## src/rtl/sma_signal_engine.sv

```systemverilog
// Moving-average crossover/confluence engine: scores fast-vs-slow spread and slope agreement,
// then drives a FLAT/LONG/SHORT position FSM with a post-transition cooldown.
module sma_signal_engine #(
  parameter int DATA_W       = 8,
  parameter int N_CH         = 6,
  parameter int SCORE_THRESH = 77,
  parameter int CONF_THRESH  = 3,
  parameter int COOLDOWN     = 4,
  localparam int SCORE_W     = DATA_W + 1 + $clog2(N_CH / 2) + 1
) (
  input  logic                      clk,
  input  logic                      rst,
  input  logic                      in_valid,
  input  logic [N_CH*DATA_W-1:0]    ma_data,
  output logic                      out_valid,
  output logic                      buy_pulse,
  output logic                      sell_pulse,
  output logic [1:0]                position,
  output logic signed [SCORE_W-1:0] score
);

  localparam int HALF   = N_CH / 2;
  localparam int CNT_W  = $clog2(N_CH + 1);
  localparam int COOL_W = (COOLDOWN > 0) ? $clog2(COOLDOWN + 1) : 1;
  localparam logic signed [SCORE_W-1:0] THR_POS = SCORE_W'(SCORE_THRESH);
  localparam logic signed [SCORE_W-1:0] THR_NEG = -THR_POS;
  localparam logic [CNT_W-1:0] CONF_CNT = CNT_W'(CONF_THRESH);

  typedef enum logic [1:0] {
    FLAT  = 2'b00,
    LONG  = 2'b01,
    SHORT = 2'b10
  } pos_t;

  // Input capture stage
  logic                   r_in_valid;
  logic [N_CH*DATA_W-1:0] r_in_data;

  always_ff @(posedge clk) begin
    if (rst) begin
      r_in_valid <= 1'b0;
      r_in_data  <= '0;
    end else begin
      r_in_valid <= in_valid;
      if (in_valid) r_in_data <= ma_data;
    end
  end

  // Scoring stage
  logic [DATA_W-1:0]         w_cur  [N_CH];
  logic [DATA_W-1:0]         r_prev [N_CH];
  logic                      w_rise [N_CH];
  logic                      w_fall [N_CH];
  logic signed [SCORE_W-1:0] w_diff [HALF];
  logic signed [SCORE_W-1:0] w_score;
  logic [CNT_W-1:0]          w_rise_cnt;
  logic [CNT_W-1:0]          w_fall_cnt;
  logic                      w_up;
  logic                      w_dn;

  genvar gi;
  generate
    for (gi = 0; gi < N_CH; gi++) begin : g_ch
      assign w_cur[gi]  = r_in_data[gi*DATA_W +: DATA_W];
      assign w_rise[gi] = w_cur[gi] > r_prev[gi];
      assign w_fall[gi] = w_cur[gi] < r_prev[gi];
    end
    for (gi = 0; gi < HALF; gi++) begin : g_pair
      assign w_diff[gi] = $signed(SCORE_W'(w_cur[gi])) - $signed(SCORE_W'(w_cur[gi+HALF]));
    end
  endgenerate

  always_comb begin
    w_score    = '0;
    w_rise_cnt = '0;
    w_fall_cnt = '0;
    for (int i = 0; i < HALF; i++) w_score = w_score + w_diff[i];
    for (int i = 0; i < N_CH; i++) begin
      w_rise_cnt = w_rise_cnt + CNT_W'(w_rise[i]);
      w_fall_cnt = w_fall_cnt + CNT_W'(w_fall[i]);
    end
  end

  assign w_up = (w_score > THR_POS) && (w_rise_cnt >= CONF_CNT);
  assign w_dn = (w_score < THR_NEG) && (w_fall_cnt >= CONF_CNT);

  logic                      r_primed;
  logic                      r_s1_valid;
  logic signed [SCORE_W-1:0] r_s1_score;
  logic                      r_s1_up;
  logic                      r_s1_dn;

  // The first sample after reset only seeds prev; it never reaches the decision stage.
  always_ff @(posedge clk) begin
    if (rst) begin
      r_primed   <= 1'b0;
      r_s1_valid <= 1'b0;
      r_s1_score <= '0;
      r_s1_up    <= 1'b0;
      r_s1_dn    <= 1'b0;
      for (int i = 0; i < N_CH; i++) r_prev[i] <= '0;
    end else begin
      r_s1_valid <= r_in_valid && r_primed;
      if (r_in_valid) begin
        r_primed   <= 1'b1;
        r_s1_score <= w_score;
        r_s1_up    <= w_up;
        r_s1_dn    <= w_dn;
        for (int i = 0; i < N_CH; i++) r_prev[i] <= w_cur[i];
      end
    end
  end

  // Decision stage
  pos_t              r_state;
  pos_t              w_state_next;
  logic [COOL_W-1:0] r_cool;
  logic [COOL_W-1:0] w_cool_next;
  logic              w_buy;
  logic              w_sell;
  logic              r_out_valid;
  logic              r_buy;
  logic              r_sell;
  logic signed [SCORE_W-1:0] r_score;

  always_comb begin
    w_state_next = r_state;
    w_buy        = 1'b0;
    w_sell       = 1'b0;
    if (r_s1_valid && (r_cool == '0)) begin
      case (r_state)
        FLAT: begin
          if (r_s1_up) begin
            w_state_next = LONG;
            w_buy        = 1'b1;
          end else if (r_s1_dn) begin
            w_state_next = SHORT;
            w_sell       = 1'b1;
          end
        end
        LONG: begin
          if (r_s1_dn) begin
            w_state_next = FLAT;
            w_sell       = 1'b1;
          end
        end
        SHORT: begin
          if (r_s1_up) begin
            w_state_next = FLAT;
            w_buy        = 1'b1;
          end
        end
        default: w_state_next = FLAT;
      endcase
    end
  end

  always_comb begin
    w_cool_next = r_cool;
    if (r_s1_valid) begin
      if (w_buy || w_sell)    w_cool_next = COOL_W'(COOLDOWN);
      else if (r_cool != '0) w_cool_next = r_cool - 1'b1;
    end
  end

  always_ff @(posedge clk) begin
    if (rst) begin
      r_state     <= FLAT;
      r_cool      <= '0;
      r_out_valid <= 1'b0;
      r_buy       <= 1'b0;
      r_sell      <= 1'b0;
      r_score     <= '0;
    end else begin
      r_state     <= w_state_next;
      r_cool      <= w_cool_next;
      r_out_valid <= r_s1_valid;
      r_buy       <= w_buy;
      r_sell      <= w_sell;
      if (r_s1_valid) r_score <= r_s1_score;
    end
  end

  assign out_valid  = r_out_valid;
  assign buy_pulse  = r_buy;
  assign sell_pulse = r_sell;
  assign position   = r_state;
  assign score      = r_score;

endmodule

```

## config.mk

```make
export PLATFORM = sky130hd
export DESIGN_NAME = sma_signal_engine
export DESIGN_NICKNAME = d
export VERILOG_FILES = /design/src/rtl/sma_signal_engine.sv
export SDC_FILE = /design/constraint.sdc
export NUM_CORES = 1
export LEC_CHECK = 0
export BUFFER_PORTS_ARGS = -buffer_cell sky130_fd_sc_hd__buf_2
export CAP_MARGIN = 20
export CORE_ASPECT_RATIO = 1.75
export CORE_UTILIZATION = 58
export DETAILED_ROUTE_END_ITERATION = 6
export GPL_ROUTABILITY_DRIVEN = 0
export PLACE_DENSITY = 0.76
export SKIP_LAST_GASP = 1
export SYNTH_ARGS = -nofsm -noshare
export SYNTH_HDL_FRONTEND = slang
export SYNTH_SLANG_ARGS = --single-unit
```

## constraint.sdc

```tcl
create_clock -name clk -period 3.99 [get_ports clk]
set_input_delay 0.798 -clock clk [delete_from_list [all_inputs] [get_ports clk]]
set_output_delay 0.798 -clock clk [all_outputs]
set_load 0.05 [all_outputs]
```

==> reports/results.tsv, run 1 <==
metric	value	unit
outcome	finished clean	
Reg-to-Reg End	r_s1_score[8]	
Slew Viols, Final	0	
Root Driver	clkbuf_16	
Crit Path Category	reg -> reg	
Area Overhead vs Synth	14.5	%
nets	994	
Core Util, Final	69.0	%
final worst slack	0.163	ns
max incr delay on CP	0.44	ns
WL final	16.2	mm
Post-synth EDFFs	48	
Reg2Reg Setup Slack	0.16	ns
Yosys reg bits	131	
DP Wirelength	12.0	mm
drt pass-1 iters	5	
Pwr Density	563	nW/µm²
CTS tree	done	
Core ar.	12600	µm²
die width	88.4	µm
sequential area share after synthesis	41.0	%
clock sink count	131	
largest net degree at the start of global routing	50	
vias in the first global route	5636	
Buf/Inv on CP	4	
antenna cells	0	
Finished Layout Cells	1020	
total of max-cap violations	0	
Congestion Overflow GR	0	
CP max stage cell	fa_1	
most frequent CP cell	inv_1	
Clock Pin Slew Worst Setup and Hold Paths	0.06	ns
final hold vios	0	
Max clock buf depth	2	
worst-path cell chain	inv_1, ha_1, inv_1, fa_1, a21o_1, a21oi_2, o21bai_1, a21oi_2, xor2_1, fa_1, inv_1, ha_4, o21a_1, o21ai_1, a31oi_1, buf_4, a311oi_4, mux2i_1, nor2_1	
worst hold stages	1	
Setup crit end kind	register	
Lkg Pwr	0.00403	µW
Worst IR Drop VDD	0.000399	V
YS warnings	0	
Cells after Synth	772	
Syn Nets	927	
# IOs	68	
largest delay contributor family on the critical path	compound AO/OA/AOI/OAI gates	
hold slack	0.463	ns
Starting Density	60.3	%
fmax	0.261	GHz
Skew-Pair Late Insertion Delay	0.42	ns
final worst path period share	95.9	%
starting DRC count in detailed routing	214	
relative slew slack	32.2	%
global-route wire length before repair	26.7	mm
worst r2r path cells	19	
CP required	4.35	ns
placed insts	987	
area of the multi-input gates	4020	µm²
H-tree levels	4	
crit start category	register	
port bufs	67	
Detail Route Antenna Nets	0	
Slew @ Worst Pin	1.01	ns
count leader, synth	nor2_1	
Async S/R FF share, synth	0	%
drt wl/cell	15.9	µm
total power	4880	µW
clk_skew	0.00732	ns
Synth area leaders	dfxtp_1 22%, edfxtp_1 19%, ha_1 14%	
initial antenna violation count	0	
Worst Hold End	r_s1_valid	
worst r2r src	r_in_data[0]	
syn_area_per_cell	9.81	µm²
GR Util All Layers	25.9	%
Unique masters post-synth	48	
Worst Hold Class	reg -> reg	
cts hold-fix bufs	0	
Die Height	153	µm
Filler Cell Count	954	
min-delay src	r_primed	
Vias	5523	
CTS Buf Count	17	
pre-CTS setup slack	0.0761	ns
Post-route DRC	0	
Synth top cells by count	118 x nor2_1, 108 x inv_1, 85 x ha_1, 83 x dfxtp_1, 65 x mux2i_1	
CP max FO	5	
Setup violations, final	0	
shortest period the worst path allows	3.83	ns
Yosys top cell area share	21.9	%
layout cells sized above 1	14.1	%
num rows	54	
cell taking the most area after synthesis	dfxtp_1	
Sequential Area	3100	µm²
critical path arrival	4.19	ns
Post-Synthesis Cell Area	7570	µm²
die area	13500	µm²
top_reg_cell synth	dfxtp_1	
drt via density	5.41	
[state kept, by name (all words and copies together) (netlist names), 2 cells and up]
signal      cells
r_cool          3
r_in_data      48
r_prev         48
position        2
score          11
r_s1_score     11
[where the power goes]
part	switching (µW)	total, µW	internal, µW
clock network	573	1490	920
registers	74.2	1560	1490
logic	1030	1830	800
[worst max path at each step]
stage,depth (start not counted),from,to,slack [ns]
after global placement,14,r_in_data[37],r_s1_up,0.22
after floorplan,15,r_in_data[41],r_s1_up,0.45
after global routing,16,r_prev[2][1],r_s1_up,-0.02
after detailed placement,15,r_in_data[33],r_s1_up,0.08
final,19,r_in_data[0],r_s1_score[8],0.16
after CTS,18,r_in_data[0],r_s1_score[8],0.04
[through the flow]
stage / cell area [µm²] / setup TNS [ns]
5_1_grt: 8670 / -0.0183
3_5_place_dp: 8050 / 0
3_3_place_gp: 8050 / 0
4_1_cts: 8610 / 0
2_1_floorplan: 7570 / 0
6_report: 8670 / 0
[repair_timing]
action	4_1_cts	5_1_grt
hold endpoints to repair	0	0
buffers inserted	0	1
gates resized for setup	0	15
endpoints found under the setup margin	0	5
[cell type report]
type,count,share of cell area (%)
clock inverters,13,1.34
repair buffers,72,4.30
inverters,108,4.68
multi-input cells,509,46.3
clock buffers,19,5.11
well taps,168,2.42
flip-flops and latches,131,35.8
[per-layer routing]
layer  global-route usage [%]  routed length (µm)  share of wire, %  vias to the layer above
li1                         -                   -                 -                     2729
met4                     11.8                 463               2.9                        0
met3                     4.32                 616               3.8                       32
met5                        0                   0                 0                        -
met1                     28.9                6510                40                     2615
met2                     46.6                8650                53                      147
[logic make-up after synthesis]
family,synth area share (%)
AND/OR/NAND/NOR,13.0
AO/OA/AOI/OAI,8.74
multiplexers,8.89
flip-flops,41.0
adder cells (fa/ha/maj),19.1
XOR/XNOR,2.66
buffers and inverters,6.68
[placed cells by master, fill, tap and decap left out, types with 2 or more instances in the layout]
cell	instances
nor2_1	118
inv_1	108
ha_1	84
dfxtp_1	82
buf_2	67
mux2i_1	65
edfxtp_1	48
a21oi_1	26
o21ai_0	22
and2_1	20
a21o_1	18
fa_1	18
clkbuf_16	17
nand4_1	13
nor2b_1	13
nand2b_1	13
nand2_1	13
xnor2_1	13
xor2_1	10
nor3_1	6
a31oi_1	6
clkinv_2	6
nand3_1	5
a21oi_2	5
buf_4	5
o21ai_1	4
and3b_1	3
or2_2	3
o21a_1	3
clkinv_1	3
o21bai_1	2
mux2_2	2
a311oi_1	2
bufinv_16	2
clkinvlp_4	2
No activity file was read; power rests on OpenSTA's default activity.
==> run 2, diff against run 1 <==
--- a/config.mk
+++ b/config.mk
@@ -7,11 +7,11 @@
 export LEC_CHECK = 0
 export BUFFER_PORTS_ARGS = -buffer_cell sky130_fd_sc_hd__buf_2
 export CAP_MARGIN = 20
-export CORE_ASPECT_RATIO = 1.75
-export CORE_UTILIZATION = 58
+export CORE_ASPECT_RATIO = 0.7
+export CORE_UTILIZATION = 45
 export DETAILED_ROUTE_END_ITERATION = 6
 export GPL_ROUTABILITY_DRIVEN = 0
-export PLACE_DENSITY = 0.76
+export PLACE_DENSITY = 0.61
 export SKIP_LAST_GASP = 1
 export SYNTH_ARGS = -nofsm -noshare
 export SYNTH_HDL_FRONTEND = slang
==> reports/results.tsv, run 2 (synthesis gave the netlist of run 1 again) <==
metric	value	unit	change
outcome	finished clean		
shortest period the worst path allows	3.76	ns	-0.0633 ns
clock sink count	131		unchanged
Lkg Pwr	0.00406	µW	+0.80%
critical path arrival	4.07	ns	-0.12 ns
worst r2r path cells	15		-4
placed insts	1044		+5.8%
Root Driver	clkbuf_16		
# IOs	68		unchanged
CP max stage cell	fa_2		
Congestion Overflow GR	0		unchanged
antenna cells	0		unchanged
die area	17400	µm²	+28%
CTS tree	done		
Core ar.	16400	µm²	+30%
sw frac	34.5	%	+0.18 points
clk_skew	0.00785	ns	+0.000534 ns
Reg-to-Reg End	r_s1_up		
Cell Int Power	3200	µW	-0.16%
Detail Route Antenna Nets	0		unchanged
final hold vios	0		unchanged
num rows	39		-28%
CP required	4.29	ns	-0.06 ns
drt wl/cell	14.9	µm	-6.4%
CP max FO	3		-2
drt pass-1 iters	4		-1
most common cell after layout, fill and taps aside	nor2_1		
Worst IR Drop VDD	0.000300	V	-25%
Die Height	111	µm	-28%
Setup violations, final	0		unchanged
GR Util All Layers	20.2	%	-5.7 points
Post-CTS Setup Bufs	0		unchanged
RSZ-0062 raised after global routing	no		
Crit Path Category	reg -> reg		
most frequent CP cell	inv_1		
relative slew slack	34.2	%	+1.9 points
Worst setup startpoint	r_in_data[0]		
Finished Layout Cells	1076		+5.5%
Pwr Density	556	nW/µm²	-1.3%
Skew-Pair Late Insertion Delay	0.42	ns	about the same
Starting Density	46.2	%	-14 points
H-tree levels	4		unchanged
most used cells in the layout excluding fill and tap cells	118 x nor2_1, 108 x inv_1, 83 x ha_1		
Post-route DRC	0		unchanged
Top Registers	r_in_data x48, r_prev x48		
Vias	5380		-2.6%
total of max-cap violations	0		unchanged
largest net degree at the start of global routing	76		+52%
Buf/Inv on CP	4		unchanged
Clock Pin Slew Worst Setup and Hold Paths	0.05	ns	about the same
layout cells sized above 1	15.4	%	+1.3 points
Reg2Reg Setup Slack	0.23	ns	+0.06 ns
CTS Buf Count	17		unchanged
largest delay contributor family on the critical path	adder cells		
Clock power frac	31.1	%	+0.5 points
die width	157	µm	+78%
Slew Viols, Final	0		unchanged
DP Wirelength	11.9	mm	-0.34%
total negative setup slack	0	ns	unchanged
port bufs	67		unchanged
worst r2r src	r_in_data[0]		
Logic pwr share	37.1	%	-0.4 points
Max clock buf depth	2		unchanged
Setup crit end kind	register		
Worst Hold Class	reg -> reg		
starting DRC count in detailed routing	226		+5.6%
initial antenna violation count	0		unchanged
worst-path cell chain	inv_1, ha_1, inv_1, fa_2, inv_1, fa_1, inv_1, ha_1, fa_1, a211oi_2, nor2_1, xor2_1, a311oi_1, o211ai_1, o31a_1		
Area Overhead vs Synth	16.1	%	
drt via density	5.00		-7.7%
final worst path period share	94.3	%	-1.6 points
total power	4890	µW	+0.11%
WL final	16.0	mm	-1.3%
global-route wire length before repair	27.0	mm	+1.2%
Stages on worst setup path	15		-4
fmax	0.266	GHz	+1.7%
Slew @ Worst Pin	0.983	ns	-0.0290 ns
Psw	1690	µW	+0.63%
Worst Setup EP	r_s1_up		
vias in the first global route	5524		-2.0%
max incr delay on CP	0.52	ns	+0.08 ns
Seq pwr share	31.8	%	-0.2 points
crit start category	register		
nets	993		-0.10%
## run 2: cell types whose count changed in the layout (fill, tap and decap cells not counted), moves of 2 or more
cell | previous run | this run
clkbuf_16 | 17 | 20
clkinv_1 | 3 | 0
buf_4 | 5 | 3
bufinv_16 | 2 | 0
clkbuf_8 | 1 | 3
clkinvlp_4 | 2 | 0
fa_1 | 18 | 16
fa_2 | 1 | 3
ha_2 | 0 | 2
o21ai_0 | 22 | 20
## run 2: through the flow
stage / hold WS (ns) / setup WS, ns / util, % / cell area [µm²]
3_3_place_gp: 0.437 / 0.175 / 49.6 / 8130
2_1_floorplan: 0.427 / 0.447 / - / 7570
3_5_place_dp: 0.448 / 0.0678 / 49.6 / 8130
5_1_grt: 0.480 / 0.00202 / 53.6 / 8790
6_report: 0.461 / 0.226 / 53.6 / 8790
4_1_cts: 0.460 / 0.0458 / 53.2 / 8720
## run 2: cell type report
type	instances	area [µm²]
fill	1513	7610
multi-input combinational	509	4030
sequential	131	3110
clock buffer	24	546
inverter	108	405
timing repair buffer	71	378
tap	225	282
clock inverter	8	41.3
## run 2: how the worst min path moves through the flow
| stage | start | to | slack [ns] | cells after the start |
|---|---|---|---|---|
| after floorplan | r_primed | r_primed | 0.43 | 2 |
| after global placement | r_primed | r_primed | 0.44 | 2 |
| after detailed placement | r_primed | r_s1_valid | 0.45 | 1 |
| after CTS | r_primed | r_s1_valid | 0.46 | 1 |
| after global routing | r_primed | r_s1_valid | 0.48 | 1 |
| final | r_primed | r_s1_valid | 0.46 | 1 |
## run 2: routing by layer
| layer | routed length (µm) | track usage, % | up-vias |
|---|---|---|---|
| li1 | - | - | 2728 |
| met1 | 7900 | 26.3 | 2550 |
| met2 | 7370 | 32.7 | 83 |
| met3 | 507 | 4.75 | 19 |
| met4 | 264 | 7.38 | 0 |
| met5 | 0 | 0 | - |
## run 2: power by group through the flow
stage / Sequential, µW / Combinational (µW) / Clock (µW)
floorplan: 1570 / 1320 / 0
CTS: 1560 / 1720 / 1550
detailed placement: 1590 / 1700 / 0
finish: 1560 / 1810 / 1520
global placement: 1580 / 1650 / 0
global route: 1570 / 2050 / 1620
## run 2: timing repair
action / 4_1_cts / 5_1_grt
setup endpoints to repair: 0 / 6
gates resized for setup: 0 / 27
endpoints found under the hold margin: 0 / 0
hold buffers: 0 / 0
==> run 3, diff against run 2 <==
--- a/config.mk
+++ b/config.mk
@@ -8,10 +8,12 @@
 export BUFFER_PORTS_ARGS = -buffer_cell sky130_fd_sc_hd__buf_2
 export CAP_MARGIN = 20
 export CORE_ASPECT_RATIO = 0.7
-export CORE_UTILIZATION = 45
+export CORE_MARGIN = 5
+export CORE_UTILIZATION = 33
 export DETAILED_ROUTE_END_ITERATION = 6
 export GPL_ROUTABILITY_DRIVEN = 0
-export PLACE_DENSITY = 0.61
+export PLACE_DENSITY = 0.47
+export RECOVER_POWER = 50
 export SKIP_LAST_GASP = 1
 export SYNTH_ARGS = -nofsm -noshare
 export SYNTH_HDL_FRONTEND = slang
==> reports/results.tsv, run 3 (synthesis gave the netlist of run 1 again) <==
metric	value	unit	change
CTS Buf Count	17		unchanged
hold slack	0.456	ns	-0.00508 ns
cts hold-fix bufs	0		unchanged
min-delay src	r_primed		
Buf/Inv on CP	3		-1
worst hold stages	2		+1
Area Overhead vs Synth	18.8	%	
Pwr Density	564	nW/µm²	+1.4%
die area	26100	µm²	+50%
largest net degree at the start of global routing	49		-36%
Setup violations, final	0		unchanged
Skew-Pair Late Insertion Delay	0.42	ns	about the same
final worst slack	0.214	ns	-0.0116 ns
clk_skew	0.0121	ns	+0.00428 ns
drt pass-1 iters	4		unchanged
CP max FO	5		+2
Worst Hold Class	reg -> reg		
vias in the first global route	5306		-3.9%
Congestion Overflow GR	0		unchanged
CP required	4.34	ns	+0.05 ns
GR Util All Layers	14.2	%	-6.1 points
shortest period the worst path allows	3.78	ns	+0.0116 ns
final hold vios	0		unchanged
pre-CTS setup slack	0.0430	ns	-0.0248 ns
Top Registers	r_in_data x48, r_prev x48		
num rows	46		+18%
die width	191	µm	+22%
Max clock buf depth	2		unchanged
Starting Density	33.5	%	-13 points
crit start category	register		
Reg2Reg Setup Slack	0.21	ns	about the same
Lkg Pwr	0.00409	µW	+0.80%
Slew @ Worst Pin	1.84	ns	+0.858 ns
Reg-to-Reg End	r_s1_score[8]		
initial antenna violation count	0		unchanged
DP Wirelength	13.0	mm	+8.8%
global-route wire length before repair	28.4	mm	+5.2%
RSZ-0062 raised after global routing	yes		
relative slew slack	-22.7	%	-57 points
starting DRC count in detailed routing	218		-3.5%
Setup crit end kind	register		
most common cell after layout, fill and taps aside	nor2_1		
most used cells in the layout excluding fill and tap cells	117 x nor2_1, 107 x inv_1, 84 x ha_1		
total of max-cap violations	1		+1
nets	1003		+1.0%
Core ar.	22600	µm²	+38%
worst-path cell chain	inv_1, ha_1, nor2b_1, o21ai_0, nand2b_1, nand3_1, and3b_1, xor2_1, fa_1, inv_1, ha_1, nand4_1, a31oi_2, buf_4, a311oi_4, mux2i_1, nor2_1		
final worst path period share	94.6	%	+0.29 points
H-tree levels	4		unchanged
WL final	17.5	mm	+8.8%
Worst IR Drop VDD	0.000295	V	-1.6%
max incr delay on CP	0.47	ns	-0.05 ns
Vias	5297		-1.5%
failing checks	capacitance limit, slew limit		
critical path arrival	4.13	ns	+0.06 ns
drt via density	4.52		-9.7%
# IOs	68		unchanged
Worst Hold End	r_primed		
CTS tree	done		
Slew Viols, Final	26		+26
antenna cells	0		unchanged
layout cells sized above 1	16.0	%	+0.63 points
largest delay contributor family on the critical path	adder cells		
port bufs	67		unchanged
Root Driver	clkbuf_16		
worst r2r src	r_in_data[33]		
worst r2r path cells	17		+2
CP max stage cell	fa_1		
Crit Path Category	reg -> reg		
drt wl/cell	14.9	µm	-0.18%
clock sink count	131		unchanged
outcome	finished with violations		
fmax	0.265	GHz	-0.31%
Post-route DRC	0		unchanged
Detail Route Antenna Nets	0		unchanged
Die Height	137	µm	+24%
Clock Pin Slew Worst Setup and Hold Paths	0.06	ns	about the same
## run 3: cell count changes in the layout (fill, tap and decap cells not counted), moves of 2 or more
cell / before / now
dfxtp_2: 2 / 0
dfxtp_1: 81 / 83
buf_4: 3 / 12
clkbuf_1: 1 / 5
clkinv_4: 0 / 5
buf_2: 67 / 63
ha_2: 2 / 0
clkbuf_8: 3 / 1
clkinv_2: 7 / 5
## run 3: layout make-up
cell class | instances | area [µm²]
clock buffers | 21 | 493
well taps | 312 | 390
fillers | 2322 | 13600
repair buffers | 81 | 445
inverters | 108 | 405
flip-flops and latches | 131 | 3100
multi-input cells | 509 | 4080
clock inverters | 11 | 75.1
## run 3: per-stage QoR
stage	TNS [ns]	cells	util [%]	cell area (µm²)	total power [µW]
finish	0	1173	39.8	8990	5080
global route	-0.0830	1173	39.8	8990	5460
CTS	0	1170	39.2	8880	4840
detailed placement	0	1138	36.7	8310	3310
global placement	0	1138	36.7	8310	3320
floorplan	0	772	-	7570	2890
## run 3: where the power goes
part           switching [µW]  total, µW  leakage (µW)  internal, µW
combinational            1120       2030       0.00261           906
clock                     608       1490      0.000287           884
sequential               69.8       1560       0.00119          1490
## run 3: worst max path at each step
| stage | start | endpoint | slack, ns | cells after the start |
|---|---|---|---|---|
| final | r_in_data[33] | r_s1_score[8] | 0.21 | 17 |
| after global routing | r_in_data[33] | r_s1_score[8] | -0.05 | 17 |
| after CTS | r_in_data[8] | r_s1_score[8] | 0.03 | 18 |
| after detailed placement | r_in_data[8] | r_s1_score[8] | 0.04 | 18 |
| after global placement | r_in_data[8] | r_s1_score[8] | 0.06 | 18 |
| after floorplan | r_in_data[41] | r_s1_up | 0.45 | 15 |
## run 3: worst min-delay path, cell delays in order (launching register included)
cell	delay (ns)
dfxtp_1	0.32
nor2_1	0.04
nor2_1	0.07
## run 3: repair_timing
action	4_1_cts	5_1_grt
buffers inserted	0	3
gates resized for setup	0	30
endpoints found under the setup margin	0	5
## run 3: metal layers
metal / vias up / part of all wire [%] / global-route usage, %
met4: 0 / 1.1 / 4.07
met5: - / 0 / 0
met1: 2461 / 53 / 20.2
met3: 12 / 4.4 / 4.08
met2: 75 / 41 / 20.9
li1: 2749 / - / -
